**config.mk**
```make
export PLATFORM = sky130hd
export DESIGN_NAME = lcd1602_seq
export DESIGN_NICKNAME = d
export VERILOG_FILES = /design/src/rtl/lcd1602_seq.sv
export SDC_FILE = /design/constraint.sdc
export NUM_CORES = 1
export LEC_CHECK = 0
export CORE_UTILIZATION = 45
export CTS_CLUSTER_DIAMETER = 60
export DETAILED_ROUTE_END_ITERATION = 7
export DONT_BUFFER_PORTS = 1
export PLACE_DENSITY = 0.7
export SYNTH_ARGS = -nofsm -noshare
export SYNTH_HDL_FRONTEND = slang
export SYNTH_SLANG_ARGS = --single-unit
```
**constraint.sdc**
```tcl
create_clock -name clk -period 3.44 [get_ports clk]
set_input_delay 0.344 -clock clk [delete_from_list [all_inputs] [get_ports clk]]
set_output_delay 0.344 -clock clk [all_outputs]
set_load 0.01 [all_outputs]
```
**src/rtl/lcd1602_seq.sv**
```systemverilog
// 4-bit HD44780-style LCD sequencer: timed power-up nibble init, then
// busy-flag polled byte writes over a wr/rd request + wrq wait handshake.
//
// state     | meaning
// PWRUP     | wait POWERUP_CYCLES after reset
// INIT_NIB  | write one init nibble (0x3, 0x3, 0x3, 0x2)
// INIT_WAIT | fixed NIB_WAIT_CYCLES delay after each init nibble
// INIT_CMD  | load the next init command byte
// IDLE      | ready for a user byte
// BF_HI     | read high nibble, capture busy flag
// BF_LO     | read low nibble (discarded)
// WR_HI     | write {rs, byte[7:4]}
// WR_LO     | write {rs, byte[3:0]}
module lcd1602_seq #(
    parameter int POWERUP_CYCLES  = 750000,
    parameter int NIB_WAIT_CYCLES = 205000
) (
    input  logic       clk,
    input  logic       rst,
    input  logic       in_valid,
    input  logic       in_rs,
    input  logic [7:0] in_data,
    output logic       in_ready,
    output logic       init_done,
    output logic       wr,
    output logic       rd,
    output logic [4:0] wrd,
    input  logic [4:0] rdd,
    input  logic       wrq
);
    localparam int MAX_WAIT = (POWERUP_CYCLES > NIB_WAIT_CYCLES) ? POWERUP_CYCLES : NIB_WAIT_CYCLES;
    localparam int CW = $clog2(MAX_WAIT + 1);
    localparam logic [CW-1:0] PWR_LAST = CW'(POWERUP_CYCLES - 1);
    localparam logic [CW-1:0] NIB_LAST = CW'(NIB_WAIT_CYCLES - 1);

    typedef enum logic [3:0] {
        PWRUP, INIT_NIB, INIT_WAIT, INIT_CMD, IDLE, BF_HI, BF_LO, WR_HI, WR_LO
    } state_t;

    state_t        state;
    logic [CW-1:0] cnt;
    logic [1:0]    nib_idx;
    logic [2:0]    cmd_idx;
    logic          lat_rs;
    logic [7:0]    lat_data;
    logic          bf;
    logic          unused_rdd;

    assign unused_rdd = ^{rdd[4], rdd[2:0]};

    function automatic logic [7:0] init_cmd(input logic [2:0] idx);
        case (idx)
            3'd0:    init_cmd = 8'h28;
            3'd1:    init_cmd = 8'h08;
            3'd2:    init_cmd = 8'h01;
            3'd3:    init_cmd = 8'h06;
            default: init_cmd = 8'h0C;
        endcase
    endfunction

    // Every request state enters with its request low, so a completion is
    // always followed by at least one idle cycle before the next request.
    always_ff @(posedge clk or posedge rst) begin
        if (rst) begin
            state     <= PWRUP;
            cnt       <= '0;
            nib_idx   <= '0;
            cmd_idx   <= '0;
            lat_rs    <= 1'b0;
            lat_data  <= '0;
            bf        <= 1'b0;
            wr        <= 1'b0;
            rd        <= 1'b0;
            wrd       <= '0;
            in_ready  <= 1'b0;
            init_done <= 1'b0;
        end else begin
            case (state)
                PWRUP: begin
                    if (cnt == PWR_LAST) begin
                        cnt   <= '0;
                        state <= INIT_NIB;
                    end else begin
                        cnt <= cnt + 1'b1;
                    end
                end
                INIT_NIB: begin
                    if (!wr) begin
                        wr  <= 1'b1;
                        wrd <= {1'b0, (nib_idx == 2'd3) ? 4'h2 : 4'h3};
                    end else if (!wrq) begin
                        wr    <= 1'b0;
                        wrd   <= '0;
                        cnt   <= '0;
                        state <= INIT_WAIT;
                    end
                end
                INIT_WAIT: begin
                    if (cnt == NIB_LAST) begin
                        cnt <= '0;
                        if (nib_idx == 2'd3) begin
                            state <= INIT_CMD;
                        end else begin
                            nib_idx <= nib_idx + 1'b1;
                            state   <= INIT_NIB;
                        end
                    end else begin
                        cnt <= cnt + 1'b1;
                    end
                end
                INIT_CMD: begin
                    lat_rs   <= 1'b0;
                    lat_data <= init_cmd(cmd_idx);
                    state    <= BF_HI;
                end
                IDLE: begin
                    if (in_valid && in_ready) begin
                        lat_rs   <= in_rs;
                        lat_data <= in_data;
                        in_ready <= 1'b0;
                        state    <= BF_HI;
                    end
                end
                BF_HI: begin
                    if (!rd) begin
                        rd  <= 1'b1;
                        wrd <= '0;
                    end else if (!wrq) begin
                        rd    <= 1'b0;
                        bf    <= rdd[3];
                        state <= BF_LO;
                    end
                end
                BF_LO: begin
                    if (!rd) begin
                        rd <= 1'b1;
                    end else if (!wrq) begin
                        rd    <= 1'b0;
                        state <= bf ? BF_HI : WR_HI;
                    end
                end
                WR_HI: begin
                    if (!wr) begin
                        wr  <= 1'b1;
                        wrd <= {lat_rs, lat_data[7:4]};
                    end else if (!wrq) begin
                        wr    <= 1'b0;
                        wrd   <= '0;
                        state <= WR_LO;
                    end
                end
                WR_LO: begin
                    if (!wr) begin
                        wr  <= 1'b1;
                        wrd <= {lat_rs, lat_data[3:0]};
                    end else if (!wrq) begin
                        wr  <= 1'b0;
                        wrd <= '0;
                        if (init_done) begin
                            in_ready <= 1'b1;
                            state    <= IDLE;
                        end else if (cmd_idx == 3'd4) begin
                            init_done <= 1'b1;
                            in_ready  <= 1'b1;
                            state     <= IDLE;
                        end else begin
                            cmd_idx <= cmd_idx + 1'b1;
                            state   <= INIT_CMD;
                        end
                    end
                end
                default: state <= PWRUP;
            endcase
        end
    end
endmodule

```
Yosys cells after proc, flatten, opt, wreduce, memory -nomap -nowiden
Index checks and enable logic that the tools add are counted.
{"block": "op_classes", "addsub": 3, "n_eq_ne": 30, "mux": 46, "n_bitwise": 4, "reduce_logical": 18}
{"cell": "20-bit 2-to-1 mux", "count": 4}
{"cell": "20-bit one-hot mux with 3 select lines", "count": 1}
{"cell": "4-bit 2-to-1 mux", "count": 13}
{"cell": "4-bit one-hot mux with 9 select lines", "count": 1}
{"cell": "2-bit inequality test, second input constant", "count": 14}
{"cell": "5-bit 2-to-1 mux", "count": 5}
{"cell": "6-bit one-hot mux with 4 select lines", "count": 1}
{"cell": "20-bit by 1-bit adder with 20-bit output, second input constant", "count": 1}
{"cell": "20-bit by 18-bit equality test with 1-bit output, second input constant", "count": 1}
{"cell": "20-bit equality test, second input constant", "count": 1}
{"cell": "5-bit one-hot mux with 4 select lines", "count": 1}
{"cell": "4-bit by 3-bit equality test with 1-bit output, second input constant", "count": 4}
{"cell": "8-bit one-hot mux with 2 select lines", "count": 1}
{"cell": "13-bit AND reduction", "count": 1}
{"cell": "1-bit 2-to-1 mux", "count": 12}
{"cell": "3-bit AND reduction", "count": 4}
{"cell": "5-bit AND reduction", "count": 2}
{"cell": "4-bit by 2-bit equality test with 1-bit output, second input constant", "count": 2}
{"cell": "8-bit 2-to-1 mux", "count": 1}
{"cell": "3-bit by 2-bit equality test with 1-bit output, second input constant", "count": 2}
{"cell": "3-bit 2-to-1 mux", "count": 2}
{"cell": "4-bit by 1-bit equality test with 1-bit output, second input constant", "count": 1}
{"cell": "4-bit equality test, second input constant", "count": 1}
{"cell": "4-bit zero test", "count": 1}
{"cell": "17 further kinds", "count": 24}
{"block": "totals", "ff_bits": 48, "inputBits": 18, "out_inout_bits": 9, "wordCells": 113}

Longest topological paths before layout
Gate-level depths: netlist of the first run.
{"block": "depth", "ltp_word": 6, "depth_mapped": 7, "depth_no_buf": 7}

Least setup slack after synthesis of the first run
OpenSTA, ideal clock, no wires.
{"block": "synth_path", "path_kind": "register to register", "start": "register cnt[14]", "end": "register nib_idx[1]", "setup_time_ps": 128, "arrival_ps": 2042, "required_time_ps": 3312, "path_slack_ps": 1270, "stages_incl_launch_ff": 5, "path_cell_list": "dfrtp_1 -> or4_4 -> or4_4 -> nor4_4 -> mux2_1"}
{"block": "synth_via", "elab_chain_cells": 2}
{"element": "from (decl)", "line": "41", "rtl": "logic [CW-1:0] cnt;"}
{"element": "from (signal assigned)", "line": "84", "rtl": "cnt <= cnt + 1'b1;"}
{"element": "from (signal assigned)", "line": "108", "rtl": "cnt <= cnt + 1'b1;"}
{"element": "20-bit by 18-bit equality test with 1-bit output", "line": "99", "rtl": "if (cnt == NIB_LAST) begin"}
{"element": "3-bit AND reduction (no line)"}
{"element": "to (signal assigned)", "line": "104", "rtl": "nib_idx <= nib_idx + 1'b1;"}
{"element": "to (decl)", "line": "42", "rtl": "logic [1:0] nib_idx;"}
No other way between the ends.
A chain may end at the register's enable or synchronous reset.

Final worst setup path of the first run
{"block": "layout_path", "start": "register state[1]", "end": "register cnt[16]"}
{"block": "layout_via", "elab_chain_cells": 3, "elab_cells_between_ends": 8}
{"element": "from (decl)", "line": "40", "rtl": "state_t state;"}
{"element": "from (signal assigned)", "line": "139", "rtl": "state <= bf ? BF_HI : WR_HI;"}
{"element": "4-bit by 1-bit equality test with 1-bit output, or another cell as far along", "line": "78", "rtl": "case (state)"}
{"element": "2-bit inequality test (no line) / 3-bit nonzero test (equally long branches)"}
{"element": "3-bit AND reduction (no line)"}
Parallel ways exist; a longest one is shown, timed or not.

==> run metrics, run 1 <==
TritonCTS clock tree=built; root buffer cell=clkbuf_8; Crit path required time=3.60 ns; Layout area overhead=5.95%; post-CTS setup buffers=0; top sig layer=met4; synthesized flop and latch total=48; Worst setup EP type=flop; YS warnings=0; number of global-route vias before repair=between 1500 and 2000; net count after synthesis=333; Final HPWL DP=between 4000 and 5000 um; met2 WL post-DR=2670 um; Reg clk slew, reported paths=0.09 ns; sequential cell area fraction in the yosys report=42.3%; number of synthesized flops with an enable pin=0; Core Area=5990 um^2; htree depth=2; Synth Area per Inst=approximately 9 um^2; Ant. Diodes=0; met3 wire len=323 um; GRT Total Usage=around a fifth; commonest non-fill, non-tap cells in the layout=dfrtp_1 (48), nor2_1 (38), nand2_1 (26); # IOs=27; Min-Delay Path Class=primary input to async pin; fin crit share=69.4%; Synth Cell Area=between 2000 and 3000 um^2; slew margin rel.=32.7%; Detailed Route WL=just under 6000 um; Inst Count DP=374; global-route wire length before repair=9890 um; TNS Setup=0 ns; Slew @ Worst Pin=1.01 ns; PostCTS Resize Cnt=0; async set-reset flop share out of synthesis=100%; WP data arrival=2.55 ns; 1st-pass router iterations=5; hold_buf cts=0; Synth Flop Type=dfrtp_1; DIE AREA=about 6600 um^2; Die Y=between 80 and 90 um; CTS Sinks=48; largest net degree at the start of global routing=between 40 and 50; final non-filler cell total=382; share of post-route cells with drive strength above 1=between 10% and 20%; Buffers on Ports=0; CP startpoint kind=flop; TritonCTS Buffers=5; fin util=50.2%; clk_lat worst skew=0.30 ns; antenna violations before repair=0; Setup Viol. Count Final=0; DR vias/cell=5.80; routed length per instance=15.5 um; Syn Inst Count=308; path type of the worst setup path=flop to flop; Final Power=between 1 and 1.5 mW; DRT met1 WL=2840 um; Vias=2216; First DRT Iteration DRCs=282; number of distinct library cells after synthesis=64; die span in x=roughly 81 um; nets=331; RSZ-0062 raised after global routing=no; MaxCap Viol Count=0; Pleak=1.35 nW; worst-path maximum fanout=21; status=complete, no violations; Initial Util=47.4%; Clock Path Buffers=2; gpl congestion=roughly 0.82; Max Clock Skew=0.00670 ns; ANT nets after route=0; hold slack=0.150 ns; f_max=419 MHz; gr ovfl total=0; VDD IR max=0.000225 V; commonest non-fill, non-tap cell in the layout=dfrtp_1; endpoints failing hold=0; minimum clock period=2.39 ns; Final Max Slew Viols=0; P per Cell Area=342 nW/um^2; DRC=0; Rows=28
[state kept, by name (all words and copies together), names as in the netlist]
signal and count:
cnt 20, lat_data 8, wrd 5, state 4, cmd_idx 3, nib_idx 2
bf 1, in_ready 1, init_done 1, lat_rs 1, rd 1, wr 1
[Yosys cell counts, types with 2 or more instances]
library cell  count  area, um^2
dfrtp_1          48        1200
nor2b_1           5        31.3
o21ai_0          13        65.1
ha_1              7        87.6
nor3_1            8        40.0
nor2_1           38         143
a31oi_1           7        43.8
or4_4             2        22.5
nand4_1           7        43.8
xnor2_1           4        35.0
mux2_2            5        56.3
nand2b_1          6        37.5
a21oi_1          11        55.1
o32ai_1           2        17.5
xor2_1           16         140
a21o_1            2        15.0
and3_1            2        12.5
or2_2             2        12.5
inv_1            19        71.3
a22oi_1           2        15.0
o22ai_1           8        50.1
mux2i_1           2        20.0
nand3_1          17        85.1
clkbuf_1          7        26.3
nand2_1          26        97.6
nor4_1            2        12.5
nor3b_1           2        15.0
clkbuf_8          2        27.5
[metal layers]
| metal | global-route usage [%] | vias up |
|---|---|---|
| li1 | - | 1093 |
| met1 | 29.4 | 1065 |
| met2 | 27.7 | 51 |
| met3 | 4.22 | 7 |
| met4 | 7.86 | 0 |
| met5 | 0 | - |
[critical path, cell delays in order (launching register included)]
cell       delay [ns]
dfrtp_1          0.64
or3b_1           0.58
a2111oi_2        0.67
nand2_1          0.14
xor2_1           0.16
nor2_1           0.06
[power breakdown]
part	leakage [nW]	switching, mW	internal, mW	total [mW]
sequential	0.593	0	0.564	0.564
clock	0.0645	0.190	0.257	0.447
combinational	0.692	0.0153	0.00305	0.0184
[final cells by class]
type | instances | area [um^2]
Fill cell | 553 | 2980
Clock inverter | 1 | 30.0
Clock buffer | 7 | 96.3
Timing Repair Buffer | 3 | 22.5
Sequential cell | 48 | 1200
Inverter | 19 | 71.3
Multi-Input combinational cell | 229 | 1490
Tap cell | 75 | 93.8
[cells by family (layout without fill, tap and decap cells)]
logic type	after synthesis	count (layout)	share of synthesized area [%]
flip-flops	48	48	42.3
buffers and inverters	31	30	5.11
XOR/XNOR	20	20	6.17
adder cells (fa/ha/maj)	7	7	3.09
AND/OR/NAND/NOR	129	129	24.0
multiplexers	9	9	3.62
AO/OA/AOI/OAI	64	64	15.7
[worst paths after layout]
kind	startpoint	endpoint	slack, ns	depth (start not counted)
setup reg to reg	state[1]	cnt[16]	1.05	5
min in group clk	in_data[6]	lat_data[6]	0.19	2
hold reg to reg	nib_idx[0]	nib_idx[0]	0.48	1
max in group asynchronous	rst	in_ready	2.67	1
hold / removal	rst	cnt[18]	0.15	1
setup / recovery	state[1]	cnt[16]	1.05	5
[per-stage QoR]
stage                     cell area [um^2]  setup slack, ns
after floorplan                       2840             1.27
after global placement                2880             1.08
after detailed placement              2880             1.06
after CTS                             3010             1.05
after global routing                  3010            0.813
final                                 3010             1.05
Power figures use the tool's default switching activity.
==> inputs of run 2 (changes only) <==
--- a/config.mk
+++ b/config.mk
@@ -9,7 +9,7 @@
 export CTS_CLUSTER_DIAMETER = 60
 export DETAILED_ROUTE_END_ITERATION = 7
 export DONT_BUFFER_PORTS = 1
-export PLACE_DENSITY = 0.7
+export PLACE_DENSITY = 0.72
 export SYNTH_ARGS = -nofsm -noshare
 export SYNTH_HDL_FRONTEND = slang
 export SYNTH_SLANG_ARGS = --single-unit
==> constraint.sdc (replaced) <==
create_clock -name clk -period 2.1 [get_ports clk]
set_input_delay 0.21 -clock clk [delete_from_list [all_inputs] [get_ports clk]]
set_output_delay 0.21 -clock clk [all_outputs]
set_load 0.01 [all_outputs]
==> run metrics, run 2 (synthesis results as in run 1) <==
largest net degree at the start of global routing=26 (was 49); slew margin rel.=64.1% (was 32.7%); fin crit share=97.6% (was 69.4%); die span in x=81.4 um (unchanged); gpl congestion=0.869 (was 0.822); cell mode on critical path=or4_4; commonest non-fill, non-tap cells in the layout=dfrtp_1 (47), nor2_1 (38), nand2_1 (26) (was dfrtp_1 (48), nor2_1 (38), nand2_1 (26)); Buffers on Ports=0 (unchanged); cells on worst reg2reg path=4 (was 5); CTS Sinks=48 (unchanged); TritonCTS Buffers=5 (unchanged); endpoints failing hold=0 (unchanged); Layout area overhead=12.4% (was 5.95%); share of post-route cells with drive strength above 1=17.3% (was 10.4%); First DRT Iteration DRCs=224 (was 282); GRT Total Usage=21.3% (was 19.8%); Reg clk slew, reported paths=0.09 ns (about the same); DIE AREA=6630 um^2 (unchanged); hold slack=0.0368 ns (was 0.150 ns); Rows=28 (unchanged); root buffer cell=clkbuf_8 (unchanged); CP startpoint kind=flop (unchanged); status=complete, no violations (unchanged); WHS Endpoint=lat_data[6]; path type of the worst setup path=flop to flop (unchanged); Min-Delay Path Class=primary input to flop (was primary input to async pin); Initial Util=47.4% (unchanged); Die Y=81.4 um (unchanged); clk_lat worst skew=0.31 ns (was 0.30 ns); number of global-route vias before repair=2248 (was 1987); Final Power=1.55 mW (was 1.03 mW); DP Worst Slack=0.0244 ns (was 1.06 ns); MaxCap Viol Count=0 (unchanged); combinational share of power=2.5% (was 1.8%); Slowest-stage cell, CP=or4_4 (was a2111oi_2); 1st-pass router iterations=4 (was 5); routed length per instance=15.4 um (was 15.5 um); Max Clock Skew=0.00494 ns (was 0.00670 ns); sequential power share=59.7% (was 54.8%); Setup Viol. Count Final=0 (unchanged); WP data arrival=2.25 ns (was 2.55 ns); Final HPWL DP=4730 um (was 4170 um); TritonCTS clock tree=built (unchanged); Worst setup EP type=flop (unchanged); Critical R2R Launch=cnt[14] (was state[1]); max FFs per register=20 (unchanged); TNS Setup=0 ns (unchanged); post-CTS setup buffers=0 (unchanged); VDD IR max=0.000294 V (was 0.000225 V); gr ovfl total=0 (unchanged); Final Max Slew Viols=0 (unchanged); commonest non-fill, non-tap cell in the layout=dfrtp_1 (unchanged); r2r endpoint=nib_idx[1] (was cnt[16]); r2r setup slk=0.05 ns (was 1.05 ns); ANT nets after route=0 (unchanged); Core Area=5990 um^2 (unchanged); Crit path required time=2.30 ns (was 3.60 ns); Slew @ Worst Pin=0.533 ns (was 1.01 ns); CP peak stage delay=0.54 ns (was 0.67 ns); startpoint of the worst hold path=in_data[6]; P_sw=350 uW (was 206 uW); WP buf/inv=0 (unchanged); htree depth=2 (unchanged); Ant. Diodes=0 (unchanged); DRC=0 (unchanged); P per Cell Area=485 nW/um^2 (was 342 nW/um^2); Switching Fraction=22.6% (was 20.0%); global-route wire length before repair=10600 um (was 9890 um); cell family with most CP delay=simple AND/OR/NAND/NOR gates (unchanged); worst-path cell chain=or4_4 > or4_4 > nor4_4 > mux2_4 (was or3b_1 > a2111oi_2 > nand2_1 > xor2_1 > nor2_1); largest registers=cnt: 20 flops, lat_data: 8 flops, wrd: 5 flops (unchanged); Detailed Route WL=6260 um (was 5930 um); Clock power frac=37.9% (was 43.4%); antenna violations before repair=0 (unchanged); nets=354 (was 331); fillcell total=550 (was 553); worst-path maximum fanout=2 (was 21); RSZ-0062 raised after global routing=yes (was no); f_max=488 MHz (was 419 MHz); final worst slack=0.0502 ns (was 1.05 ns); WHS Path Cells=2; minimum clock period=2.05 ns (was 2.39 ns); Int Pwr=1.20 mW (was 823 uW); register with the most flip-flops=cnt (unchanged); Vias=2325 (was 2216); Pleak=1.45 nW (was 1.35 nW); # IOs=27 (unchanged); DR vias/cell=5.74 (was 5.80); fin util=53.2% (was 50.2%); Clock Path Buffers=2 (unchanged)
run 2: cell types whose count changed in the layout (fill, tap and decap cells not counted), sizes merged:
cell         before  now
buf               3   25
clkbuf            7    6
bufinv            1    0
dlygate4sd3       0    1
clkinv            0    2
run 2: final cells by class:
class / instances / area, um^2 / share of cell area, %
Tap cell: 75 / 93.8 / 2.94
Inverter: 19 / 71.3 / 2.24
Clock buffer: 6 / 82.6 / 2.59
Timing Repair Buffer: 26 / 223 / 6.98
Sequential cell: 48 / 1200 / 37.7
Clock inverter: 2 / 10.0 / 0.314
Multi-Input combinational cell: 229 / 1510 / 47.2
run 2: worst max path at each step:
| stage | start | end | slack (ns) | depth (start not counted) |
|---|---|---|---|---|
| after floorplan | cnt[14] | nib_idx[1] | 0.05 | 4 |
| after global placement | cnt[14] | nib_idx[1] | 0.06 | 4 |
| after detailed placement | cnt[14] | nib_idx[1] | 0.02 | 4 |
| after CTS | cnt[14] | nib_idx[1] | 0.01 | 4 |
| after global routing | cnt[14] | nib_idx[1] | -0.01 | 4 |
| final | cnt[14] | nib_idx[1] | 0.05 | 4 |
run 2: power groups by stage:
stage / Combinational, mW / Clock, mW / Sequential, mW
2_1_floorplan: 0.0229 / 0 / 0.942
3_3_place_gp: 0.0372 / 0 / 0.942
3_5_place_dp: 0.0381 / 0 / 0.942
4_1_cts: 0.0399 / 0.592 / 0.923
5_1_grt: 0.0439 / 0.634 / 0.924
6_report: 0.0381 / 0.586 / 0.923
run 2: metal layers:
layer	vias up	GRT usage, %	part of all wire [%]
met4	0	8.21	1.9
met5	-	0	0
li1	1138	-	-
met1	1129	28.2	47
met2	49	33.6	46
met3	9	4.89	5.6
run 2: per-stage QoR:
step | std cells | cell area, um^2
floorplan | 308 | 2850
global placement | 396 | 3080
detailed placement | 396 | 3080
CTS | 405 | 3180
global route | 405 | 3190
finish | 405 | 3190
run 2: timing repair:
action                     CTS  global route
hold endpoints to repair    23             0
hold buffers                 1             0
gates resized for setup      0             3
setup endpoints to repair    0            20
